==> src/rtl/side_buffer_pkg.sv <==
// Shared flit types and side-buffer defaults.
// Every side_buffer file imports this package.
package side_buffer_pkg;

   localparam int SB_DEPTH_DEF     = 4;
   localparam int SB_STARVE_TH_DEF = 8;

   typedef struct packed {
      logic        vld;
      logic [3:0]  dst;
      logic [15:0] data;
   } flit_int_t;

   typedef enum logic [1:0] {
      ST_IDLE,
      ST_WAIT,
      ST_STARVED
   } starve_state_e;

endpackage

==> src/rtl/side_buffer_if.sv <==
// Flit, injection-handshake and status bundle of the side buffer.
// The buffer is the slave; the redirect/injection environment is the master.
interface side_buffer_if #(
   parameter int DEPTH = side_buffer_pkg::SB_DEPTH_DEF
);
   import side_buffer_pkg::*;

   localparam int CNT_W = $clog2(DEPTH + 1);

   flit_int_t        din;
   logic             inject_gnt;
   flit_int_t        dout;
   logic             full;
   logic             starve;
   logic [CNT_W-1:0] count;
   logic             overflow;

   modport master (
      output din, inject_gnt,
      input  dout, full, starve, count, overflow
   );

   modport slave (
      input  din, inject_gnt,
      output dout, full, starve, count, overflow
   );

endinterface

==> src/rtl/sb_fifo_mem.sv <==
// Flit register array with wrapping read/write pointers and occupancy count.
// The caller guarantees i_push/i_pop are only raised when legal.
module sb_fifo_mem
   import side_buffer_pkg::*;
#(
   parameter  int DEPTH = SB_DEPTH_DEF,
   localparam int PTR_W = $clog2(DEPTH),
   localparam int CNT_W = $clog2(DEPTH + 1)
) (
   input  logic             clk,
   input  logic             rst_n,
   input  logic             i_push,
   input  logic             i_pop,
   input  flit_int_t        i_din,
   output flit_int_t        o_head,
   output logic [CNT_W-1:0] o_count
);

   flit_int_t        r_mem [DEPTH];
   logic [PTR_W-1:0] r_wptr;
   logic [PTR_W-1:0] r_rptr;
   logic [CNT_W-1:0] r_count;

   // NOTE: storage has no reset; validity is tracked solely by r_count.
   always_ff @(posedge clk) begin
      if (i_push) begin
         r_mem[r_wptr] <= i_din;
      end
   end

   // NOTE: sequential state uses non-blocking assignments only.
   always_ff @(posedge clk or negedge rst_n) begin
      if (!rst_n) begin
         r_wptr  <= '0;
         r_rptr  <= '0;
         r_count <= '0;
      end else begin
         if (i_push) r_wptr <= r_wptr + 1'b1;
         if (i_pop)  r_rptr <= r_rptr + 1'b1;
         case ({i_push, i_pop})
            2'b10:   r_count <= r_count + 1'b1;
            2'b01:   r_count <= r_count - 1'b1;
            default: r_count <= r_count;
         endcase
      end
   end

   assign o_head  = r_mem[r_rptr];
   assign o_count = r_count;

endmodule

==> src/rtl/side_buffer.sv <==
// Side buffer for redirected/deflected flits: FIFO storage plus a head-of-line
// starvation detector that raises starve after STARVE_TH blocked cycles.
module side_buffer
   import side_buffer_pkg::*;
#(
   parameter int DEPTH     = SB_DEPTH_DEF,
   parameter int STARVE_TH = SB_STARVE_TH_DEF
) (
   input logic         clk,
   input logic         rst_n,
   side_buffer_if.slave sb
);

   localparam int CNT_W = $clog2(DEPTH + 1);
   localparam int SC_W  = $clog2(STARVE_TH + 1);
   localparam logic [CNT_W-1:0] DEPTH_C = CNT_W'(DEPTH);
   localparam logic [SC_W-1:0]  TH_C    = SC_W'(STARVE_TH);

   flit_int_t        w_head;
   flit_int_t        w_wr_flit;
   logic [CNT_W-1:0] w_count;
   logic             w_empty;
   logic             w_full;
   logic             w_pop;
   logic             w_push;
   logic             w_empty_next;
   logic [SC_W-1:0]  r_starve_cnt;
   logic [SC_W-1:0]  w_starve_cnt_next;
   starve_state_e    r_state;
   starve_state_e    w_state_next;
   logic             r_overflow;

   assign w_empty = (w_count == '0);
   assign w_full  = (w_count == DEPTH_C);
   assign w_pop   = sb.inject_gnt && !w_empty;
   assign w_push  = sb.din.vld && (!w_full || w_pop);

   always_comb begin
      w_wr_flit     = sb.din;
      w_wr_flit.vld = 1'b1;
   end

   sb_fifo_mem #(.DEPTH(DEPTH)) u_mem (
      .clk     (clk),
      .rst_n   (rst_n),
      .i_push  (w_push),
      .i_pop   (w_pop),
      .i_din   (w_wr_flit),
      .o_head  (w_head),
      .o_count (w_count)
   );

   assign w_empty_next = (w_empty && !w_push) ||
                         ((w_count == CNT_W'(1)) && w_pop && !w_push);

   // NOTE: every combinational output gets a default first, so no latches form.
   always_comb begin
      w_starve_cnt_next = r_starve_cnt;
      w_state_next      = r_state;

      if (w_empty || w_pop) begin
         w_starve_cnt_next = '0;
      end else if (r_starve_cnt != TH_C) begin
         w_starve_cnt_next = r_starve_cnt + 1'b1;
      end

      case (r_state)
         ST_IDLE: begin
            if (!w_empty_next) w_state_next = ST_WAIT;
         end
         ST_WAIT: begin
            if (w_empty_next)                   w_state_next = ST_IDLE;
            else if (w_starve_cnt_next == TH_C) w_state_next = ST_STARVED;
         end
         ST_STARVED: begin
            if (w_empty_next) w_state_next = ST_IDLE;
            else if (w_pop)   w_state_next = ST_WAIT;
         end
         default: w_state_next = ST_IDLE;
      endcase
   end

   always_ff @(posedge clk or negedge rst_n) begin
      if (!rst_n) begin
         r_starve_cnt <= '0;
         r_state      <= ST_IDLE;
         r_overflow   <= 1'b0;
      end else begin
         r_starve_cnt <= w_starve_cnt_next;
         r_state      <= w_state_next;
         if (sb.din.vld && !w_push) r_overflow <= 1'b1;
      end
   end

   assign sb.dout     = w_empty ? '0 : w_head;
   assign sb.full     = w_full;
   assign sb.starve   = (r_state == ST_STARVED);
   assign sb.count    = w_count;
   assign sb.overflow = r_overflow;

endmodule

==> src/flat_wrapper.sv <==
// flat-port wrapper written by rule: the top's interface ports become plain ports
module side_buffer_flat import side_buffer_pkg::*;
#(
   parameter int DEPTH     = SB_DEPTH_DEF,
   parameter int STARVE_TH = SB_STARVE_TH_DEF
)
  (clk, rst_n, sb_din, sb_inject_gnt, sb_dout, sb_full, sb_starve, sb_count, sb_overflow);
  side_buffer_if #(.DEPTH(DEPTH)) sb_i ();
  input logic clk;
  input logic rst_n;
  input wire logic [$bits(sb_i.din)-1:0] sb_din;
  input wire logic [$bits(sb_i.inject_gnt)-1:0] sb_inject_gnt;
  output wire logic [$bits(sb_i.dout)-1:0] sb_dout;
  output wire logic [$bits(sb_i.full)-1:0] sb_full;
  output wire logic [$bits(sb_i.starve)-1:0] sb_starve;
  output wire logic [$bits(sb_i.count)-1:0] sb_count;
  output wire logic [$bits(sb_i.overflow)-1:0] sb_overflow;
  assign sb_i.din = sb_din;
  assign sb_i.inject_gnt = sb_inject_gnt;
  assign sb_dout = sb_i.dout;
  assign sb_full = sb_i.full;
  assign sb_starve = sb_i.starve;
  assign sb_count = sb_i.count;
  assign sb_overflow = sb_i.overflow;
  side_buffer #(.DEPTH(DEPTH), .STARVE_TH(STARVE_TH)) u_core (.clk(clk), .rst_n(rst_n), .sb(sb_i));
endmodule
==> config.mk <==
export PLATFORM = sky130hd
export DESIGN_NAME = side_buffer_flat
export DESIGN_NICKNAME = d
export VERILOG_FILES = /design/src/rtl/side_buffer_pkg.sv /design/src/rtl/side_buffer_if.sv /design/src/rtl/sb_fifo_mem.sv /design/src/rtl/side_buffer.sv /design/src/flat_wrapper.sv
export SDC_FILE = /design/constraint.sdc
export NUM_CORES = 1
export LEC_CHECK = 0
export CAP_MARGIN = 0
export CORE_UTILIZATION = 54
export CTS_CLUSTER_SIZE = 20
export DETAILED_ROUTE_END_ITERATION = 7
export PLACE_DENSITY = 0.78
export SLEW_MARGIN = 5
export SYNTH_ARGS = -nofsm -noshare
export SYNTH_HDL_FRONTEND = slang
export SYNTH_SLANG_ARGS = --single-unit
==> constraint.sdc <==
create_clock -name clk -period 2.2 [get_ports clk]
set_input_delay 0.66 -clock clk [delete_from_list [all_inputs] [get_ports clk]]
set_output_delay 0.66 -clock clk [all_outputs]
set_load 0.05 [all_outputs]
# Yosys cells after proc, flatten, opt, wreduce, memory -nomap -nowiden
# Memory sizes are Yosys's and may differ from the RTL's.
# Index checks and enable logic that the tools add are counted.
op_classes:
  n_eq_ne: 11
  n_mux: 12
  reduce_logical: 16
  n_addsub: 5
op_table:
  columns: ["operator", "n"]
  rows:
  - ["21-bit 2-to-1 mux", 1]
  - ["2-bit 2-to-1 mux", 5]
  - ["4-bit 2-to-1 mux", 2]
  - ["1-bit logical AND", 6]
  - ["3-bit by 1-bit != test with 1-bit output (second input constant)", 2]
  - ["2-bit case mux with 3 select lines", 1]
  - ["3-bit case mux with 2 select lines", 1]
  - ["2-bit by 1-bit adder with 2-bit output (second input constant)", 2]
  - ["4-bit by 1-bit adder with 4-bit output (second input constant)", 1]
  - ["2-bit by 1-bit equality test with 1-bit output (second input constant)", 2]
  - ["2-bit equality test (second input constant)", 2]
  - ["4-bit equality test (second input constant)", 1]
  - ["4-bit != test (second input constant)", 1]
  - ["3-bit by 1-bit adder with 3-bit output (second input constant)", 1]
  - ["3-bit by 1-bit equality test with 1-bit output (second input constant)", 1]
  - ["3-bit equality test (second input constant)", 1]
  - ["1-bit zero test", 3]
  - ["3-bit zero test", 1]
  - ["1-bit logical OR", 3]
  - ["3-bit AND reduction", 1]
  - ["3-bit by 1-bit subtractor with 3-bit output (second input constant)", 1]
  - ["2-bit zero test", 1]
  - ["1-bit 2-to-1 mux", 2]
  - ["2-bit != test (second input constant)", 1]
  - ["2-bit nonzero test", 1]
totals:
  wordCells: 51
  ram_bits: 80
  ff_bits: 14
  out_inout_bits: 27
  mem_count: 1
memory_table:
  columns: ["name", "depth", "word_bits", "read_ports", "rd_ports_with_merged_regs", "write_ports", "line_no", "rtl"]
  rows:
  - ["u_core.u_mem.r_mem", 4, 20, 1, 0, 1, "sb_fifo_mem.sv:19", "flit_int_t r_mem [DEPTH];"]

# Depth between registers and ports, before layout
logic_depth:
  depth_word: 10
  mapped_depth: 10

# By module
# Synthesis repeated with hierarchy kept, for this count alone.
hier_totals:
  hier_cells: 211
  area_unflattened_um2: 4018.9
by_module_without_submodules:
  columns: ["mod", "area_per_inst_um2", "n_inst", "cells_each"]
  rows:
  - ["sb_fifo_mem", 3452.1, 1, 144]
  - ["side_buffer", 566.8, 1, 67]

# Worst setup path before layout
# Ideal clock, no wire load.
synth_timing:
  path_type: "register -> output"
  from: "reg u_core.u_mem.r_count[0] (netlist: u_core.u_mem.o_count[0])"
  to: "out sb_dout[11]"
  path_slack_ps: -889
  path_stages_with_launch: 7
  arrival_time_ps: 2429
  cell_sequence: "dfrtp_1 -> inv_1 -> ha_1 -> nor2b_1 -> inv_1 -> clkbuf_1 -> and2_1"
synth_via:
  elab_chain_len: 2
synth_rtl:
  columns: ["item", "line_no", "rtl"]
  rows:
  - ["start, declared", "sb_fifo_mem.sv:22", "logic [CNT_W-1:0] r_count;"]
  - ["start signal, assigned", "sb_fifo_mem.sv:41", "2'b10: r_count <= r_count + 1'b1;"]
  - ["start signal, assigned", "sb_fifo_mem.sv:42", "2'b01: r_count <= r_count - 1'b1;"]
  - ["start signal, assigned", "sb_fifo_mem.sv:43", "default: r_count <= r_count;"]
  - ["3-bit zero test", "side_buffer.sv:33", "assign w_empty = (w_count == '0);"]
  - ["21-bit 2-to-1 mux", "side_buffer.sv:95", "assign sb.dout = w_empty ? '0 : w_head;"]
  - ["end, declared", "flat_wrapper.sv:13", "output wire logic [$bits(sb_i.dout)-1:0] sb_dout;"]
# No other way between the ends.

# Worst setup path after layout
layout_timing:
  from: "reg u_core.u_mem.r_rptr[0]"
  to: "out sb_dout[3]"
layout_via:
  elab_chain_len: 2
layout_rtl:
  columns: ["item", "line_no", "rtl"]
  rows:
  - ["start, declared", "sb_fifo_mem.sv:21", "logic [PTR_W-1:0] r_rptr;"]
  - ["start signal, assigned", "sb_fifo_mem.sv:39", "if (i_pop) r_rptr <= r_rptr + 1'b1;"]
  - ["memory 4 x 20 bit", null, null]
  - ["21-bit 2-to-1 mux", "side_buffer.sv:95", null]
# No other way between the ends.

==> run_results.csv <==
group,metric,value,unit
clocking,hold_buffers,0,
detailed_routing,routed_wl,7150,um
timing,holdWs,0.477,ns
detailed_routing,viasPerCell,5.30,
timing,rsz0062_at_grt,"true",
critical_path,cp-start-kind,"flop",
critical_path,slowest_delay,0.47,ns
finish,area_growth,32.3,%
finish,multi_input_area,1070,um2
clocking,clk_pin_slew,0.09,ns
timing,setup_violations,21,
global_routing,track_usage,21.6,%
placement,placed_cell_area,4670,um2
critical_path,reg2reg_to,"u_core.u_mem.o_count[2]",
synthesis,yosys.area_share.simple,7.14,%
floorplanning,core_area,6830,um2
placement,gp_congestion,0.729,
detailed_routing,dr.pass1.iters,4,
power,power_density,1610,nW/um2
power,p_leak,1.90,nW
floorplanning,start_util,56.2,%
critical_path,cp_top_family,"multiplexers",
synthesis,synth_top_area_share,62.6,%
synthesis,ys_types,28,
synthesis,yosysWarnings,0,
floorplanning,io_pins,51,
synthesis,syn_inst,206,
hold_path,worstHoldPathCells,1,
synthesis,syn_area,3840,um2
synthesis,synth_xor_area_share,1.83,%
synthesis,synth_compound_area_share,1.11,%
timing,setup_ws,-0.219,ns
detailed_routing,antenna_left,0,
global_routing,grt.busiest_layer,"met2",
finish,drive_gt1_share,40.7,%
global_routing,use_met3,4.29,%
clocking,htree_levels,3,
critical_path,worst-endpoint-arrival,1.76,ns
critical_path,reg2reg_from,"u_core.u_mem.o_count[0]",
run,drv_cap,0,
critical_path,cpMostUsedCell,"buf_6",
critical_path,rr_worst_depth,11,
critical_path,endpoint_kind,"output port",
finish,num-nets-final,325,
status,violations,"setup timing",
synthesis,synth_area_leader_cell,"edfxtp_1",
global_routing,first_global_vias,2208,
hold_path,min-delay-start,"u_core.sb.overflow",
critical_path,cp.required,1.54,ns
hold_path,hold_path_end,"u_core.sb.overflow",
critical_path,worstSetupPathType,"reg2out",
power,total_power,8.20,mW
finish,final_util,74.3,%
clocking,cts_tree,"done",
synthesis,synthTopCellsByArea,"edfxtp_1 (63%), mux4_2 (11%), dfrtp_1 (9.1%)",
timing,period_needed,2.42,ns
critical_path,path_max_fanout,5,
critical_path,crit_chain,"buf_6, buf_6, mux4_2, and2_4, buf_8",
timing,finClkSkew,0.00513,ns
global_routing,grt_max_degree,21,
timing,worst_pin_slew,0.465,ns
placement,place_hpwl,4460,um
critical_path,crit_slowest_cell,"mux4_2",
timing,tns,-3.98,ns
finish,diodes,0,
global_routing,use_met2,36.8,%
global_routing,overflow,0,
synthesis,ys_seq_elements,94,
clocking,cts_sinks,94,
floorplanning,num_rows,30,
finish,final_area,5080,um2
synthesis,synth_top_family_by_area,"multiplexers",
synthesis,synth_area_per_cell,18.6,um2
detailed_routing,wl_per_cell,18.3,um
floorplanning,design.die.area,7450,um2
timing,hold_viol_final,0,
placement,portBuffers,50,
clocking,numCtsBuffers,9,
detailed_routing,vias,2073,
global_routing,met1_usage,27.3,%
timing,timing.final.crit_share,110,%
global_routing,antenna_found_initial,0,
finish,fillCellCount,410,
floorplanning,die_x,86.3,um
global_routing,grt_pass1_wl,11500,um
synthesis,synth_mux_area_share,12.5,%
critical_path,rrSetupSlack,0.38,ns
power,ir_drop,835,uV
detailed_routing,drtIter0Drc,111,
status,status,"finished with violations",
critical_path,crit_buf_inv,3,
timing,slew_headroom,68.2,%
clocking,cts_root_buf,"clkbuf_8",
clocking,clockBufferDepth,2,
detailed_routing,drc,0,
clocking,clk_latency,0.34,ns
timing,slew_violations,0,
timing,max_freq,413,MHz
synthesis,synthAdderAreaFrac,3.59,%
floorplanning,die_h,86.3,um
hold_path,hp-class,"reg2reg",
synthesis,synth_fp_nets,241,
finish,seq_area,2760,um2
synthesis,ys_seq_area_share,71.7,%
## cell usage in the layout, fill, tap and decap left out, types with 5 or more instances in the layout
cell type / synthesis / routed
nand2_1: 5 / 5
clkbuf_8: 0 / 9
xnor2_1: 7 / 7
ha_1: 11 / 10
mux4_2: 18 / 20
inv_1: 11 / 8
dfrtp_1: 14 / 11
buf_6: 2 / 23
buf_4: 0 / 20
buf_12: 0 / 8
edfxtp_1: 80 / 80
and2_1: 26 / 6
and2_4: 0 / 20
clkdlybuf4s50_1: 0 / 24
## state kept, by name, summed over array words and instances (netlist names)
| name | flops |
|---|---|
| u_core.u_mem.o_count | 3 |
| u_core.u_mem.r_rptr | 2 |
| u_core.u_mem.r_wptr | 2 |
| u_core.r_state | 2 |
| u_core.sb.overflow | 1 |
| u_core.r_starve_cnt | 4 |
| u_core.u_mem.r_mem | 80 |
## Yosys cell counts (all sizes together)
cell type	count
edfxtp	80
and2	26
mux4	20
dfrtp	14
ha	11
inv	11
xnor2	7
nand2	5
nor2b	5
buf	4
nor2	3
nor3	3
a21oi	2
clkbuf	2
nand3	2
o21ai	2
a2111oi	1
a21o	1
and3b	1
mux2	1
mux2i	1
nand3b	1
nand4	1
o22ai	1
xor2	1
## metrics by stage
step | std cells | worst slack, ns
finish | 391 | -0.219
global route | 391 | -0.293
CTS | 391 | -0.275
detailed placement | 366 | -0.0111
global placement | 366 | 0.0600
floorplan | 206 | 0.0132
## worst max-delay path by stage
stage	depth (start not counted)	to	from	slack [ns]
2_1_floorplan	6	sb_dout[11]	u_core.u_mem.o_count[0]	0.01
3_3_place_gp	6	u_core.u_mem.r_mem[1][14]	sb_inject_gnt	0.06
3_5_place_dp	4	sb_dout[0]	u_core.u_mem.r_rptr[0]	-0.01
4_1_cts	5	sb_dout[7]	u_core.u_mem.r_rptr[0]	-0.28
5_1_grt	5	sb_dout[3]	u_core.u_mem.r_rptr[0]	-0.29
6_report	5	sb_dout[3]	u_core.u_mem.r_rptr[0]	-0.22
## cells by family after synthesis
| group | Yosys count |
|---|---|
| xor+xnor | 8 |
| simple gates | 47 |
| buf+inv | 17 |
| mux | 22 |
| fa+ha+maj | 11 |
| compound gates | 7 |
| flops | 94 |
## report_power, final
part           leakage, nW  switching (mW)  internal (mW)
sequential           0.900           0.169           2.36
combinational        0.889            2.36           2.05
clock                0.111           0.606          0.654
total                 1.90            3.13           5.06
## timing repair
item                                    4_1_cts  5_1_grt
gates resized for setup                      35        4
endpoints found under the setup margin       22       21
gates cloned                                  1        0
setup buffers                                 8        2
pin swaps                                     0        1
## layout make-up
| cell class | count | area share [%] |
|---|---|---|
| well taps | 96 | 2.37 |
| multi-input cells | 95 | 21.0 |
| repair buffers | 79 | 17.0 |
| flip-flops and latches | 94 | 54.3 |
| clock inverters | 7 | 2.02 |
| clock buffers | 9 | 2.44 |
| inverters | 11 | 0.863 |
## routing by layer
metal	vias up	wire length, um
li1	951	-
met1	1048	2870
met2	59	3810
met3	15	317
met4	0	160
met5	-	0
Note: power is estimated with default switching activity, not from simulation.
